==> config.mk <==
export PLATFORM = sky130hd
export DESIGN_NAME = fp_div_norm_round
export DESIGN_NICKNAME = d
export VERILOG_FILES = /design/src/rtl/fp_div_pkg.sv /design/src/rtl/lzc48.sv /design/src/rtl/fp_div_norm_round.sv
export SDC_FILE = /design/constraint.sdc
export NUM_CORES = 1
export LEC_CHECK = 0
export ABC_AREA = 0
export BUFFER_PORTS_ARGS = -buffer_cell sky130_fd_sc_hd__buf_2
export CAP_MARGIN = 15
export CORE_MARGIN = 8
export CORE_UTILIZATION = 40
export CTS_BUF_LIST = sky130_fd_sc_hd__clkbuf_8 sky130_fd_sc_hd__clkbuf_16
export DETAILED_ROUTE_END_ITERATION = 12
export HOLD_SLACK_MARGIN = 0.02
export PLACE_DENSITY = 0.56
export SLEW_MARGIN = 20
export SYNTH_ARGS = -nofsm -noshare
export SYNTH_HDL_FRONTEND = slang
export SYNTH_SLANG_ARGS = --single-unit
==> constraint.sdc <==
create_clock -name clk -period 11.8 [get_ports clk]
set_clock_uncertainty 0.1 [all_clocks]
set_input_delay 0.59 -clock clk [delete_from_list [all_inputs] [get_ports clk]]
set_output_delay 0.59 -clock clk [all_outputs]
set_load 0.01 [all_outputs]
==> src/rtl/fp_div_pkg.sv <==
// Shared constants and pipeline payload types for the FP divide normalise/round stage.
package fp_div_pkg;

    localparam int unsigned Q_W      = 48;
    localparam int unsigned MAN_W    = 23;
    localparam int unsigned EXP_W    = 8;
    localparam int unsigned IN_EXP_W = 10;
    // Internal exponent width: wide enough that exp + offset + carry never wraps.
    localparam int unsigned IE_W     = 12;
    localparam int unsigned LZ_W     = 6;

    localparam int          BIAS     = 127;
    localparam int          EXP_MAX  = 255;
    localparam int          LEAD_POS = 46;
    localparam logic [31:0] QNAN     = 32'h7FC0_0000;

    // S1 -> S2 payload: raw quotient plus its leading-zero count.
    typedef struct packed {
        logic                valid;
        logic [Q_W-1:0]      quot;
        logic [LZ_W-1:0]     lz;
        logic [IN_EXP_W-1:0] exp;
        logic                sign;
        logic                nan;
        logic                inf;
        logic                zero;
        logic                zero_q;
    } s1_t;

    // S2 -> S3 payload: normalised fraction with round bits and adjusted exponent.
    typedef struct packed {
        logic             valid;
        logic [MAN_W-1:0] frac;
        logic             guard;
        logic             rnd;
        logic             sticky;
        logic [IE_W-1:0]  exp_n;
        logic             sign;
        logic             nan;
        logic             inf;
        logic             zero;
    } s2_t;

endpackage

==> src/rtl/lzc48.sv <==
// Combinational 48-bit leading-zero counter.
module lzc48
    import fp_div_pkg::*;
(
    input  logic [Q_W-1:0]  i_q,
    output logic [LZ_W-1:0] o_cnt,
    output logic            o_all_zero
);

    // Highest set bit wins because it is visited last.
    always_comb begin
        o_cnt = LZ_W'(Q_W);
        for (int i = 0; i < int'(Q_W); i++) begin
            if (i_q[i]) begin
                o_cnt = LZ_W'(int'(Q_W) - 1 - i);
            end
        end
    end

    assign o_all_zero = ~|i_q;

endmodule

==> src/rtl/fp_div_norm_round.sv <==
// Normalise, round-to-nearest-even and pack the mantissa-divider quotient into binary32.
module fp_div_norm_round
    import fp_div_pkg::*;
(
    input  logic                clk,
    input  logic                rst_n,
    input  logic                in_valid,
    output logic                in_ready,
    input  logic [Q_W-1:0]      in_quot,
    input  logic [IN_EXP_W-1:0] in_exp,
    input  logic                in_sign,
    input  logic                in_nan,
    input  logic                in_inf,
    input  logic                in_zero,
    output logic                out_valid,
    input  logic                out_ready,
    output logic [31:0]         out_result,
    output logic                out_ovf,
    output logic                out_unf,
    output logic                out_inx
);

    localparam int unsigned G_BIT = Q_W - 2 - MAN_W;

    logic                   w_advance;
    logic [LZ_W-1:0]        w_lz;
    logic                   w_all_zero;
    logic [Q_W-2:0]         w_norm;
    logic [LZ_W-1:0]        w_p;
    logic signed [IE_W-1:0] w_exp_n;
    logic                   w_inc;
    logic [MAN_W:0]         w_sum;
    logic signed [IE_W-1:0] w_exp_r;
    logic [31:0]            w_result;
    logic                   w_ovf;
    logic                   w_unf;
    logic                   w_inx;

    s1_t r_s1;
    s2_t r_s2;

    assign w_advance = !out_valid | out_ready;
    assign in_ready  = w_advance;

    lzc48 u_lzc (
        .i_q       (in_quot),
        .o_cnt     (w_lz),
        .o_all_zero(w_all_zero)
    );

    // S1: capture the beat with its leading-zero count.
    always_ff @(posedge clk) begin
        if (!rst_n) begin
            r_s1 <= '0;
        end else if (w_advance) begin
            r_s1.valid  <= in_valid;
            r_s1.quot   <= in_quot;
            r_s1.lz     <= w_lz;
            r_s1.exp    <= in_exp;
            r_s1.sign   <= in_sign;
            r_s1.nan    <= in_nan;
            r_s1.inf    <= in_inf;
            r_s1.zero   <= in_zero;
            r_s1.zero_q <= w_all_zero;
        end
    end

    // S2 comb: shift leading one to bit 47 (dropped) and offset exponent by p - 46.
    always_comb begin
        w_norm  = (Q_W-1)'(r_s1.quot << r_s1.lz);
        w_p     = LZ_W'(Q_W - 1) - r_s1.lz;
        w_exp_n = $signed({{(IE_W-IN_EXP_W){r_s1.exp[IN_EXP_W-1]}}, r_s1.exp})
                + ($signed({{(IE_W-LZ_W){1'b0}}, w_p}) - $signed(IE_W'(LEAD_POS)));
    end

    // S2: register fraction, guard/round/sticky and adjusted exponent.
    always_ff @(posedge clk) begin
        if (!rst_n) begin
            r_s2 <= '0;
        end else if (w_advance) begin
            r_s2.valid  <= r_s1.valid;
            r_s2.frac   <= w_norm[Q_W-2 -: MAN_W];
            r_s2.guard  <= w_norm[G_BIT];
            r_s2.rnd    <= w_norm[G_BIT-1];
            r_s2.sticky <= |w_norm[G_BIT-2:0];
            r_s2.exp_n  <= w_exp_n;
            r_s2.sign   <= r_s1.sign;
            r_s2.nan    <= r_s1.nan;
            r_s2.inf    <= r_s1.inf;
            r_s2.zero   <= r_s1.zero | r_s1.zero_q;
        end
    end

    // S3 comb: RNE increment, range check, then special-case override.
    always_comb begin
        w_inc    = r_s2.guard & (r_s2.rnd | r_s2.sticky | r_s2.frac[0]);
        w_sum    = {1'b0, r_s2.frac} + (MAN_W+1)'(w_inc);
        w_exp_r  = $signed(r_s2.exp_n) + $signed({{(IE_W-1){1'b0}}, w_sum[MAN_W]});
        w_inx    = r_s2.guard | r_s2.rnd | r_s2.sticky;
        w_ovf    = 1'b0;
        w_unf    = 1'b0;
        w_result = {r_s2.sign, w_exp_r[EXP_W-1:0], w_sum[MAN_W-1:0]};
        if (w_exp_r >= $signed(IE_W'(EXP_MAX))) begin
            w_result = {r_s2.sign, 8'hFF, 23'd0};
            w_ovf    = 1'b1;
            w_inx    = 1'b1;
        end else if (w_exp_r <= $signed(IE_W'(0))) begin
            w_result = {r_s2.sign, 31'd0};
            w_unf    = 1'b1;
            w_inx    = 1'b1;
        end
        if (r_s2.nan) begin
            w_result = QNAN;
            w_ovf    = 1'b0;
            w_unf    = 1'b0;
            w_inx    = 1'b0;
        end else if (r_s2.inf) begin
            w_result = {r_s2.sign, 8'hFF, 23'd0};
            w_ovf    = 1'b0;
            w_unf    = 1'b0;
            w_inx    = 1'b0;
        end else if (r_s2.zero) begin
            w_result = {r_s2.sign, 31'd0};
            w_ovf    = 1'b0;
            w_unf    = 1'b0;
            w_inx    = 1'b0;
        end
    end

    // S3: output register; holds while the consumer stalls.
    always_ff @(posedge clk) begin
        if (!rst_n) begin
            out_valid  <= 1'b0;
            out_result <= '0;
            out_ovf    <= 1'b0;
            out_unf    <= 1'b0;
            out_inx    <= 1'b0;
        end else if (w_advance) begin
            out_valid <= r_s2.valid;
            if (r_s2.valid) begin
                out_result <= w_result;
                out_ovf    <= w_ovf;
                out_unf    <= w_unf;
                out_inx    <= w_inx;
            end
        end
    end

endmodule

* Word-level counts from Yosys, hierarchy flattened
Index checks and enable logic that the tools add are counted.
** Word-level totals
- Register bits after elaboration :: 149
- Input bits :: 66
- Output and inout bits :: 37
- Word-level logic and storage cells :: 111
** Cells by class
- Add/subtract/negate cells :: 5
- Magnitude comparators :: 2
- Shift-type cells :: 1
- Multiplexer cells :: 67
- Bitwise gates (word level) :: 7
- Reduce and logical (&&, ||, !) cells :: 5
** Operators by type and width (count)
- 6-bit 2-to-1 mux :: 32
- 31-bit 2-to-1 mux :: 4
- 5-bit 2-to-1 mux :: 16
- 48-bit OR reduction :: 1
- 48-bit by 6-bit << shifter with 47-bit output :: 1
- 32-bit 2-to-1 mux :: 1
- 23-bit by 1-bit adder with 24-bit output :: 1
- 22-bit OR reduction :: 1
- 1-bit 2-to-1 mux :: 14
- 12-bit by 2-bit adder with 12-bit output :: 1
- 12-bit by 9-bit >= comparator with 1-bit output, second input constant :: 1
- 12-bit by 1-bit <= comparator with 1-bit output, second input constant :: 1
- 10-bit by 7-bit adder with 11-bit output :: 1
- 6-bit by 6-bit subtractor with 7-bit output, second input constant :: 1
- 1-bit bitwise OR :: 6
- 6-bit subtractor, first input constant :: 1
- 1-bit logical NOT :: 2
- 2-bit AND reduction :: 1
- 1-bit bitwise AND :: 1

* Longest topological paths before layout
- Depth in word-level cells :: 48
- Mapped depth :: 17
- Depth with buffers taken out :: 15

* By module
A second synthesis with hierarchy kept.
** Unflattened totals
- Cells, all modules :: 1211
- Area, all modules :: 9474.1 µm²
** By module, submodules not included
- fp_div_norm_round :: times used 1, cells an instance 1103, area an instance 8836.0 µm², seq. area each 2942.8 µm²
- lzc48 :: times used 1, cells an instance 108, area an instance 638.1 µm², seq. area each 0.0 µm²

* Worst setup path after synthesis
No wires, ideal clock.
- Path kind :: reg-to-reg
- Start :: register r_s2[19] (netlist name)
- End :: register out_result[10]
- Setup time :: 128 ps
- Data arrival time :: 3549 ps
- Data required time :: 11572 ps
- Slack :: 8022 ps
- Stages on the path, launching flop included :: 18
- Buffers on the path :: 2
- Clock period less this slack :: 3778 ps
- Cells stage by stage :: dfxtp_1 and2_1 nand3_1 or3_1 clkbuf_1 nor4_1 and2_1 ha_1 ha_1 nand3_1 nor2_1 xnor2_1 nor3b_1 a41oi_1 nor2b_1 nand3_1 clkbuf_1 o21ai_0
** Between the ends
- Word-level cells in the longest chain between the ends :: 10
- Elaborated cells on any way between the ends :: 11
- Classes of those cells :: add/sub: 2; order compare: 2; mux: 5; bitwise: 2
** Ends and longest elaborated chain
- start: declaration :: RTL line fp_div_norm_round.sv:40 : s2_t r_s2;
- 1-bit bitwise OR :: RTL line fp_div_norm_round.sv:96 : w_inc = r_s2.guard & (r_s2.rnd | r_s2.sticky | r_s2.frac[0]);
- 1-bit bitwise AND :: RTL line fp_div_norm_round.sv:96
- 23-bit by 1-bit adder with 24-bit output * :: RTL line fp_div_norm_round.sv:97 : w_sum = {1'b0, r_s2.frac} + (MAN_W+1)'(w_inc);
- 12-bit by 2-bit adder with 12-bit output :: RTL line fp_div_norm_round.sv:98 : w_exp_r = $signed(r_s2.exp_n) + $signed({{(IE_W-1){1'b0}}, w_sum[MAN_W]});
- 12-bit by 1-bit <= comparator with 1-bit output :: RTL line fp_div_norm_round.sv:107 : end else if (w_exp_r <= $signed(IE_W'(0))) begin
- 31-bit 2-to-1 mux :: RTL line fp_div_norm_round.sv:107
- 31-bit 2-to-1 mux * :: RTL line fp_div_norm_round.sv:103 : if (w_exp_r >= $signed(IE_W'(EXP_MAX))) begin
- 31-bit 2-to-1 mux * :: RTL line fp_div_norm_round.sv:122 : end else if (r_s2.zero) begin
- 31-bit 2-to-1 mux * :: RTL line fp_div_norm_round.sv:117 : end else if (r_s2.inf) begin
- 32-bit 2-to-1 mux * :: RTL line fp_div_norm_round.sv:112 : if (r_s2.nan) begin
- end signal: assignment :: RTL line fp_div_norm_round.sv:141 : out_result <= w_result;
- end: declaration :: RTL line fp_div_norm_round.sv:17 : output logic [31:0] out_result,
Mark *: on every way between the ends. The rest lies on a longest branch, timed or not.
A chain may end at the register's enable or synchronous reset.

* Worst setup path in the final report
- Start :: register r_s2[19] (netlist name)
- End :: register out_result[11]
Same word-level chain as after synthesis.

==> impl_metrics.ini <==
[worst_setup_path]
crit_arrival_ps = 4960
crit_path_start_kind = register
critPathMaxFanout = 22
critPathCaptureType = register
required_ps = 12040
crit_type = register to register

[logic_synthesis]
synth-seq-cells = 147
synthMuxAreaShare_pct = 16.39
yosysWarnings = 0
synth_compound_area_share_pct = 20.88
synth_fa_ha_area_share_pct = 2.293
synth_fp_nets = 1287
yosysUniqueCellTypes = 69
synth-main-ff-cell = dfxtp_1
syn_area_um2 = 9605
avgSynthCellArea_um2 = 7.978
synth_top_family_by_area = simple AND/OR/NAND/NOR gates
synthArstFlopShare_pct = 0
yosysSeqAreaShare_pct = 30.64
synthSimpleGateAreaFrac_pct = 21.35
synth_xor_area_share_pct = 3.556
synth_edf_count = 0
synth_cells = 1204

[final_layout]
final_cell_mix = nand2_1 (281), dfxtp_1 (145), buf_2 (102)
area_delta_synth_final_pct = 12.97
final_common_cell = nand2_1
fill_cells = 2460
drive_above_1_share_pct = 16.93
fin_nets = 1334
finalNonFillerCells = 1583
fin_area_um2 = 10850
seq_area_um2 = 2945
antennaDiodeCount = 0
multiInputGateArea_um2 = 6200

[clock_tree]
cts.sinks = 147
clock_latency_ps = 430
cts_buffer_depth = 2
cts_tree = built
clock-root-buffer = clkbuf_16
cts_resized = 0
clkTransAtPathRegs_ps = 70
cts_made_buffers = 17
htreeDepth = 4
postCtsSetupBuffers = 0
cts_hold_buf = 0

[power]
irDropWorstVdd_mv = 0.07813
power_density_nw_per_um2 = 123.4
finalPower_mw = 1.339
p_leak_nw = 4.267

[drt]
wl_met3_um = 1409
drt-met1-wl_um = 12850
firstDrtPassIters = 5
drtAntennaViolNets = 0
via_per_inst = 5.491
wl_met2_um = 12650
finalWirelength_um = 27510
wl_per_cell_um = 17.38
drt_iter0_drc = 564
vias = 8692
drc_errors = 0
top_layer = met4

[floorplanning]
initial_utilization_pct = 40.80
ioPinCount = 103
num_rows = 56
die_h_um = 171.0
die_x_um = 171.0
dieArea_um2 = 29230
core_um2 = 23540

[flow_run]
max_cap_viol_count = 0

[timing]
setup_viol = 0
hold_violations = 0
fin_tns_setup_ps = 0
layout_min_cycle_time_ps = 4715
holdWs_ps = 305.9
tightest_slew_ps = 948.4
maxSlewHeadroom_pct = 36.69
max_freq_mhz = 212.1
drv_slew = 0
rsz0062_at_grt = no
period_share_pct = 39.96

[global_route]
grtUsageTotal_pct = 19.12
grt_pass1_vias = 8379
antenna_found_initial = 0
grt_pass1_wl_um = 44730
grt_max_degree = 76
overflow = 0

[place]
place_inst = 1551
place.gp.congestion = 0.9103
io_buffer_count = 102
postPlaceCellArea_um2 = 10250
hpwlAfterDp_um = 20330

[hold_path]
hold_path_class = input port to register

[status]
status = completed
==> final timing paths <==
kind,from,end,slack (ps),depth (start not counted)
max,r_s2[19],out_result[11],7080,15
min,in_exp[2],r_s1[7],310,3
max reg2reg,r_s2[19],out_result[11],7080,15
min reg2reg,out_result[17],out_result[17],350,2
==> stage by stage <==
step                setup WS [ps]  util (%)
floorplan                    8022         -
global placement             7206     43.52
detailed placement           7057     43.52
CTS                          7043     46.09
global route                 6360     46.09
finish                       7085     46.09
==> power breakdown <==
| part | leakage (nW) | internal (mW) | switching [mW] |
|---|---|---|---|
| Clock | 0.300 | 0.335 | 0.234 |
| Combinational | 2.76 | 0.0970 | 0.118 |
| Sequential | 1.21 | 0.523 | 0.0310 |
==> cell families (layout without fill, tap and decap cells) <==
| logic type | after synthesis | after routing |
|---|---|---|
| and+or+nand+nor | 478 | 478 |
| xor gates and xnor gates | 39 | 39 |
| AOI/OAI and AO/OA | 314 | 314 |
| adders and majority gates | 17 | 17 |
| DFF | 147 | 147 |
| muxes | 94 | 94 |
| buffers and inverters | 115 | 175 |
==> flip-flops by register name, summed over array words and instances, names as in the netlist <==
register,cells
r_s2,42
out_valid,1
out_ovf,1
r_s1,69
out_result,32
out_inx,1
out_unf,1
==> cell usage after synthesis (4+ instances only) <==
| cell | number | share of area [%] |
|---|---|---|
| nand2_1 | 281 | 11 |
| dfxtp_1 | 147 | 31 |
| o21ai_0 | 89 | 4.6 |
| nor2_1 | 76 | 3.0 |
| a21boi_0 | 73 | 5.7 |
| a21oi_1 | 73 | 3.8 |
| clkbuf_1 | 56 | 2.2 |
| mux4_2 | 44 | 10 |
| mux2i_1 | 35 | 3.6 |
| inv_1 | 30 | 1.2 |
| nand3_1 | 28 | 1.5 |
| nor3_1 | 21 | 1.1 |
| xnor2_1 | 21 | 1.9 |
| xor2_1 | 18 | 1.6 |
| and2_1 | 17 | 1.1 |
| buf_2 | 16 | 0.83 |
| ha_1 | 16 | 2.1 |
| nor2b_1 | 11 | 0.72 |
| nor4_1 | 11 | 0.72 |
| buf_1 | 9 | 0.35 |
| mux2_2 | 9 | 1.1 |
| a22o_1 | 8 | 0.73 |
| a31oi_1 | 7 | 0.46 |
| nand2b_1 | 7 | 0.46 |
| nand4_1 | 6 | 0.39 |
| o21a_1 | 6 | 0.47 |
| o22ai_1 | 6 | 0.39 |
| o31ai_1 | 6 | 0.47 |
| a211oi_1 | 5 | 0.39 |
| or2_2 | 5 | 0.33 |
| o211ai_1 | 4 | 0.31 |
| o221a_2 | 4 | 0.47 |
==> metal layers <==
layer | track usage (%) | vias up
li1 | - | 4363
met1 | 25.31 | 4062
met2 | 31.05 | 223
met3 | 3.434 | 44
met4 | 6.276 | 0
met5 | 0 | -
==> final cells by class <==
cell class / instances / share of cell area (%)
clock buffer: 17 / 3.920
clock inverter: 15 / 1.660
inverter: 31 / 1.072
multi-input combinational: 942 / 57.13
sequential: 147 / 27.14
tap: 319 / 3.678
timing repair buffer: 112 / 5.396
==> critical path: stages (launching register included) <==
cell and delay, ps:
dfxtp_1 370, and2_1 170, nand3_1 130, or3_1 460, nor4_1 520, and2_1 220, ha_1 200, ha_1 280
nand3_1 160, nor3_1 270, or3_1 140, nand2_1 80, a41oi_1 290, nor2b_1 310, nand3_1 550, o21ai_0 360
(Power assumes the default switching activity.)
